**config.mk**
```make
export PLATFORM = sky130hd
export DESIGN_NAME = uart_rx_param
export DESIGN_NICKNAME = d
export VERILOG_FILES = /design/src/rtl/uart_rx_param.sv
export SDC_FILE = /design/constraint.sdc
export NUM_CORES = 1
export LEC_CHECK = 0
export BUFFER_PORTS_ARGS = -buffer_cell sky130_fd_sc_hd__buf_2
export CAP_MARGIN = 20
export CORE_MARGIN = 8
export CORE_UTILIZATION = 40
export DETAILED_ROUTE_END_ITERATION = 6
export SLEW_MARGIN = 20
export SYNTH_ARGS = -nofsm -noshare
export SYNTH_HDL_FRONTEND = slang
export SYNTH_SLANG_ARGS = --single-unit
```
**constraint.sdc**
```tcl
create_clock -name clk -period 2 [get_ports clk]
set_clock_uncertainty 0.15 [all_clocks]
set_input_delay 0.3 -clock clk [delete_from_list [all_inputs] [get_ports clk]]
set_output_delay 0.3 -clock clk [all_outputs]
set_load 0.005 [all_outputs]
```
**src/rtl/uart_rx_param.sv**
```systemverilog
// Parametrised UART receiver: configurable width/parity/stop bits, valid/ready output with status.
// Optional define UART_RX_MAJORITY_EN: 2-of-3 vote around each sample point (+1 cycle latency).
module uart_rx_param #(
  parameter int unsigned CLKS_PER_BIT = 10416,
  parameter int unsigned DATA_BITS    = 8,
  parameter int unsigned PARITY       = 0,
  parameter int unsigned STOP_BITS    = 1
) (
  input  logic                 clk,
  input  logic                 rst_n,
  input  logic                 uart_rx,
  output logic [DATA_BITS-1:0] rx_data,
  output logic                 rx_valid,
  input  logic                 rx_ready,
  output logic                 rx_parity_err,
  output logic                 rx_frame_err,
  output logic                 rx_break,
  output logic                 overrun_err,
  output logic                 busy
);

  localparam int unsigned CntW = $clog2(CLKS_PER_BIT);
  localparam int unsigned IdxW = $clog2(DATA_BITS + 1);
  localparam logic [CntW-1:0] CntFull  = CntW'(CLKS_PER_BIT - 1);
  localparam logic [CntW-1:0] CntHalf  = CntW'(CLKS_PER_BIT / 2 - 1);
  localparam logic [IdxW-1:0] LastData = IdxW'(DATA_BITS - 1);
  localparam logic [IdxW-1:0] LastStop = IdxW'(STOP_BITS - 1);

  typedef enum logic [2:0] {StIdle, StStart, StData, StParity, StStop, StWaitIdle} state_e;

  state_e               state_q, state_d;
  logic [1:0]           sync_q;
  logic                 rx_s;
  logic [CntW-1:0]      cnt_q, cnt_d;
  logic [IdxW-1:0]      idx_q, idx_d;
  logic [DATA_BITS-1:0] shift_q, shift_d;
  logic                 par_q, par_d;
  logic                 ones_q, ones_d;
  logic                 ferr_q, ferr_d;
  logic [DATA_BITS-1:0] rx_data_q, rx_data_d;
  logic                 rx_valid_q, rx_valid_d;
  logic                 perr_q, perr_d;
  logic                 frerr_q, frerr_d;
  logic                 brk_q, brk_d;
  logic                 ovr_q, ovr_d;
  logic                 counting;
  logic                 sample_en;
  logic                 bit_val;
  logic                 frame_done;

  always_ff @(posedge clk or negedge rst_n) begin
    if (!rst_n) begin
      sync_q <= 2'b11;
    end else begin
      sync_q <= {sync_q[0], uart_rx};
    end
  end
  assign rx_s = sync_q[1];

  assign counting = (state_q == StStart) || (state_q == StData) ||
                    (state_q == StParity) || (state_q == StStop);

`ifdef UART_RX_MAJORITY_EN
  // Decision is taken one cycle after counter zero so that rx_s at -1, 0 and +1 are all visible.
  logic [1:0] hist_q;
  logic       tick_q;
  always_ff @(posedge clk or negedge rst_n) begin
    if (!rst_n) begin
      hist_q <= 2'b11;
      tick_q <= 1'b0;
    end else begin
      hist_q <= {hist_q[0], rx_s};
      tick_q <= counting && (cnt_q == '0);
    end
  end
  assign sample_en = tick_q;
  assign bit_val   = (rx_s & hist_q[0]) | (rx_s & hist_q[1]) | (hist_q[0] & hist_q[1]);
`else
  assign sample_en = counting && (cnt_q == '0);
  assign bit_val   = rx_s;
`endif

  // State register
  always_ff @(posedge clk or negedge rst_n) begin
    if (!rst_n) begin
      state_q <= StIdle;
    end else begin
      state_q <= state_d;
    end
  end

  // Next-state logic
  always_comb begin
    state_d = state_q;
    unique case (state_q)
      StIdle:     if (!rx_s) state_d = StStart;
      StStart:    if (sample_en) state_d = bit_val ? StIdle : StData;
      StData: begin
        if (sample_en && (idx_q == LastData)) state_d = (PARITY != 0) ? StParity : StStop;
      end
      StParity:   if (sample_en) state_d = StStop;
      StStop: begin
        if (sample_en && (idx_q == LastStop)) begin
          state_d = (ferr_q || !bit_val) ? StWaitIdle : StIdle;
        end
      end
      StWaitIdle: if (rx_s) state_d = StIdle;
      default:    state_d = StIdle;
    endcase
  end

  // Output / strobe logic
  always_comb begin
    busy       = (state_q != StIdle);
    frame_done = (state_q == StStop) && sample_en && (idx_q == LastStop);
  end

  always_comb begin
    cnt_d      = cnt_q;
    idx_d      = idx_q;
    shift_d    = shift_q;
    par_d      = par_q;
    ones_d     = ones_q;
    ferr_d     = ferr_q;
    rx_data_d  = rx_data_q;
    rx_valid_d = rx_valid_q;
    perr_d     = perr_q;
    frerr_d    = frerr_q;
    brk_d      = brk_q;
    ovr_d      = 1'b0;

    if (state_q == StIdle) begin
      if (!rx_s) cnt_d = CntHalf;
    end else if (counting) begin
      cnt_d = (cnt_q == '0) ? CntFull : cnt_q - 1'b1;
    end

    if (sample_en) begin
      unique case (state_q)
        StStart: begin
          idx_d  = '0;
          par_d  = 1'b0;
          ones_d = 1'b0;
          ferr_d = 1'b0;
        end
        StData: begin
          shift_d = {bit_val, shift_q[DATA_BITS-1:1]};
          par_d   = par_q ^ bit_val;
          ones_d  = ones_q | bit_val;
          idx_d   = (idx_q == LastData) ? '0 : idx_q + 1'b1;
        end
        StParity: begin
          par_d  = par_q ^ bit_val;
          ones_d = ones_q | bit_val;
        end
        StStop: begin
          ferr_d = ferr_q | !bit_val;
          ones_d = ones_q | bit_val;
          idx_d  = idx_q + 1'b1;
        end
        default: ;
      endcase
    end

    if (rx_valid_q && rx_ready) rx_valid_d = 1'b0;

    // A completed frame always wins: the receiver never stalls on backpressure.
    if (frame_done) begin
      rx_data_d  = shift_q;
      rx_valid_d = 1'b1;
      perr_d     = (PARITY == 1) ? !par_q : (PARITY == 2) ? par_q : 1'b0;
      frerr_d    = ferr_q | !bit_val;
      brk_d      = !(ones_q | bit_val);
      ovr_d      = rx_valid_q && !rx_ready;
    end
  end

  always_ff @(posedge clk or negedge rst_n) begin
    if (!rst_n) begin
      cnt_q      <= '0;
      idx_q      <= '0;
      shift_q    <= '0;
      par_q      <= 1'b0;
      ones_q     <= 1'b0;
      ferr_q     <= 1'b0;
      rx_data_q  <= '0;
      rx_valid_q <= 1'b0;
      perr_q     <= 1'b0;
      frerr_q    <= 1'b0;
      brk_q      <= 1'b0;
      ovr_q      <= 1'b0;
    end else begin
      cnt_q      <= cnt_d;
      idx_q      <= idx_d;
      shift_q    <= shift_d;
      par_q      <= par_d;
      ones_q     <= ones_d;
      ferr_q     <= ferr_d;
      rx_data_q  <= rx_data_d;
      rx_valid_q <= rx_valid_d;
      perr_q     <= perr_d;
      frerr_q    <= frerr_d;
      brk_q      <= brk_d;
      ovr_q      <= ovr_d;
    end
  end

  assign rx_data       = rx_data_q;
  assign rx_valid      = rx_valid_q;
  assign rx_parity_err = perr_q;
  assign rx_frame_err  = frerr_q;
  assign rx_break      = brk_q;
  assign overrun_err   = ovr_q;

endmodule

```
==> run metrics <==
Max VDD drop=between 300 and 400 uV; vias per inst=approximately 5.3; # IOs=18; Synth area leader=dfrtp_1; clk sinks=45; CP max FO=8; Iter 0 DRT Violations=92; router iterations before antenna repair=5; total CTS buffers=5; GRT Overall Usage=0.125; CTS tree=done; initial antenna violation count=0; Placer Congestion=between 0.8 and 0.9; Worst slew margin=0.591; final worst-path cycle share=0.976; number of nets still failing antenna checks after routing=0; number of synthesized register bits=45; Clock transition at path regs=roughly 100 ps; post-synth design cell area=0.00234 mm2; main flop type after synthesis=dfrtp_1; RSZ-0062 raised after global routing=true; Placed Instances=between 300 and 400; area delta synth->final=27.4%; asr flop ratio synth=1.00; Post-synth EDFFs=0; Antenna Cells=0; Placeable Area=about 0.0058 mm2; Layout Nets=roughly 280; register area share after synthesis=0.482; crit path time final=~2000 ps; slew at the pin closest to its max-slew limit=slightly above 600 ps; PD cells=approximately 530 mW/mm2; leading cell types by count after synthesis=dfrtp_1, a21oi_1, mux2_2; CP required=2060 ps; worst-skew pair later-pin latency=310 ps; GRT overflow=0; Synth Warn #=0; Fin. Hold Viols=0; Avg Cell Area, Syn=10.6 um2; Total Wirelength=~5200 um; length of routed met2 wiring=2500 um; post-synth cell types=52; count leader, synth=dfrtp_1; Synth Net Count=approximately 230; post-DR wirelength/cell=between 15 and 20 um; number of global-route vias before repair=between 1,500 and 2,000; CTS max path bufs=2; share of Yosys cell area claimed by the top area cell type=0.460; DR WL met3=between 150 and 200 um; die area=around 0.0086 mm2; wire length of the first global-routing pass=roughly 8700 um; largest net degree at the start of global routing=29; wl on met1=between 2000 and 2500 um; leakage dissipation=approximately 1.4 nW; Buffers on Ports=16; Post-Route Setup TNS=0 ps; layout cells sized above 1=0.399; root buffer cell=clkbuf_8; Post-Layout Cell Count=between 300 and 400; Max Cap Viol=0; status=finished clean; Achievable Freq=between 500 and 600 MHz; die extent in y=92.5 um; Setup CP Type=reg -> reg; DR top layer=met4; top cells by area, synth=dfrtp_1, mux2_2, a21oi_1; FP Rows=28; synthesized instance count=220; worst path arrival time=2010 ps; startpoint types=flop; DP HPWL=~3700 um; # DRC=0; CTS H-Tree Depth=2; Slew Limit Fails=0; Die W=92.5 um; routed vias=between 1,500 and 2,000; Hold Crit Class=in -> reg; final setup fails=0; initial core utilization=0.405; crit path capture type=flop
[placed cells by master, fill, tap and decap left out, types with 3 or more instances in the layout]
cell type,count
nor3_2,3
nand2_1,9
a21o_1,5
mux2_2,7
buf_4,35
nand4_1,3
and3_1,3
nand2b_1,3
nor2_1,14
o21ai_0,9
clkbuf_8,5
mux2_4,10
o22a_1,5
a21oi_1,17
buf_2,16
dfrtp_1,41
inv_1,7
ha_1,3
nor3_1,4
a41oi_1,3
nand3_1,6
buf_6,3
[metrics by stage]
stage               utilization  hold slack, ps  worst slack [ps]  instance area, um2  total power, mW
floorplan                     -            -146             -84.1                2390            0.937
global placement          0.472             190             -2.91                2730            0.961
detailed placement        0.472             197             -49.8                2730            0.961
CTS                       0.497             105             -4.10                2870             1.58
global route              0.516             137             -62.8                2980             1.63
finish                    0.516             103              47.5                2980             1.57
[where the power goes]
part	switching, mW	internal (mW)	leakage, nW
Combinational	0.0204	0.00852	0.739
Clock	0.362	0.264	0.0511
Sequential	0.00317	0.913	0.584
Total	0.386	1.19	1.37
[area by class of cell]
type / count / area, um2
fillers: 533 / 2800
clock buffers: 5 / 68.8
clock inverters: 3 / 28.8
inverters: 9 / 33.8
well taps: 75 / 93.8
multi-input cells: 153 / 1230
flip-flops and latches: 45 / 1130
repair buffers: 56 / 397
[metal layers]
layer  vias to the layer above  track usage
li1                        905            -
met1                       897        0.165
met2                        26        0.200
met3                         5       0.0307
met4                         0       0.0362
met5                         -            0
[timing repair]
action	in CTS	in global routing
resized for setup	8	18
buffers inserted	1	4
setup endpoints to repair	21	30
pin swaps	3	10
endpoints found under the hold margin	25	0
hold buffers	2	0
[cell families (layout without fill, tap and decap cells)]
kind of cell	Yosys count	in the layout	synth area share
fa+ha+maj	4	4	0.0214
xor+xnor	1	1	0.00374
other cells	1	1	0.00160
buf+inv	22	73	0.0481
compound gates	58	58	0.169
simple gates	70	70	0.184
flops	45	45	0.482
mux	19	19	0.0903
[worst max-delay path: stages, from the launching register on]
cell and delay, ps:
dfrtp_1 400, inv_2 80, ha_4 130, nor4b_4 210
and4_4 280, buf_6 100, nand4_4 160, mux2_4 330
[final timing paths]
kind	slack [ps]	depth (start not counted)	endpoint	startpoint
hold reg to reg	210	0	sync_q[1]	sync_q[0]
max in group asynchronous	730	3	cnt_q[2]	rst_n
min in group asynchronous	380	2	rx_data[6]	rst_n
hold / removal	100	3	overrun_err	rx_ready
setup reg to reg	50	7	shift_q[3]	cnt_q[0]
setup / recovery	50	7	shift_q[3]	cnt_q[0]
[flip-flops by register name, indices dropped and copies added, names as in the netlist]
register and flops:
rx_frame_err 1, cnt_q 14, rx_data 8, shift_q 8
overrun_err 1, idx_q 4, ferr_q 1, state_q 3
ones_q 1, sync_q 2, rx_break 1, rx_valid 1
No activity file was read; power rests on OpenSTA's default activity.
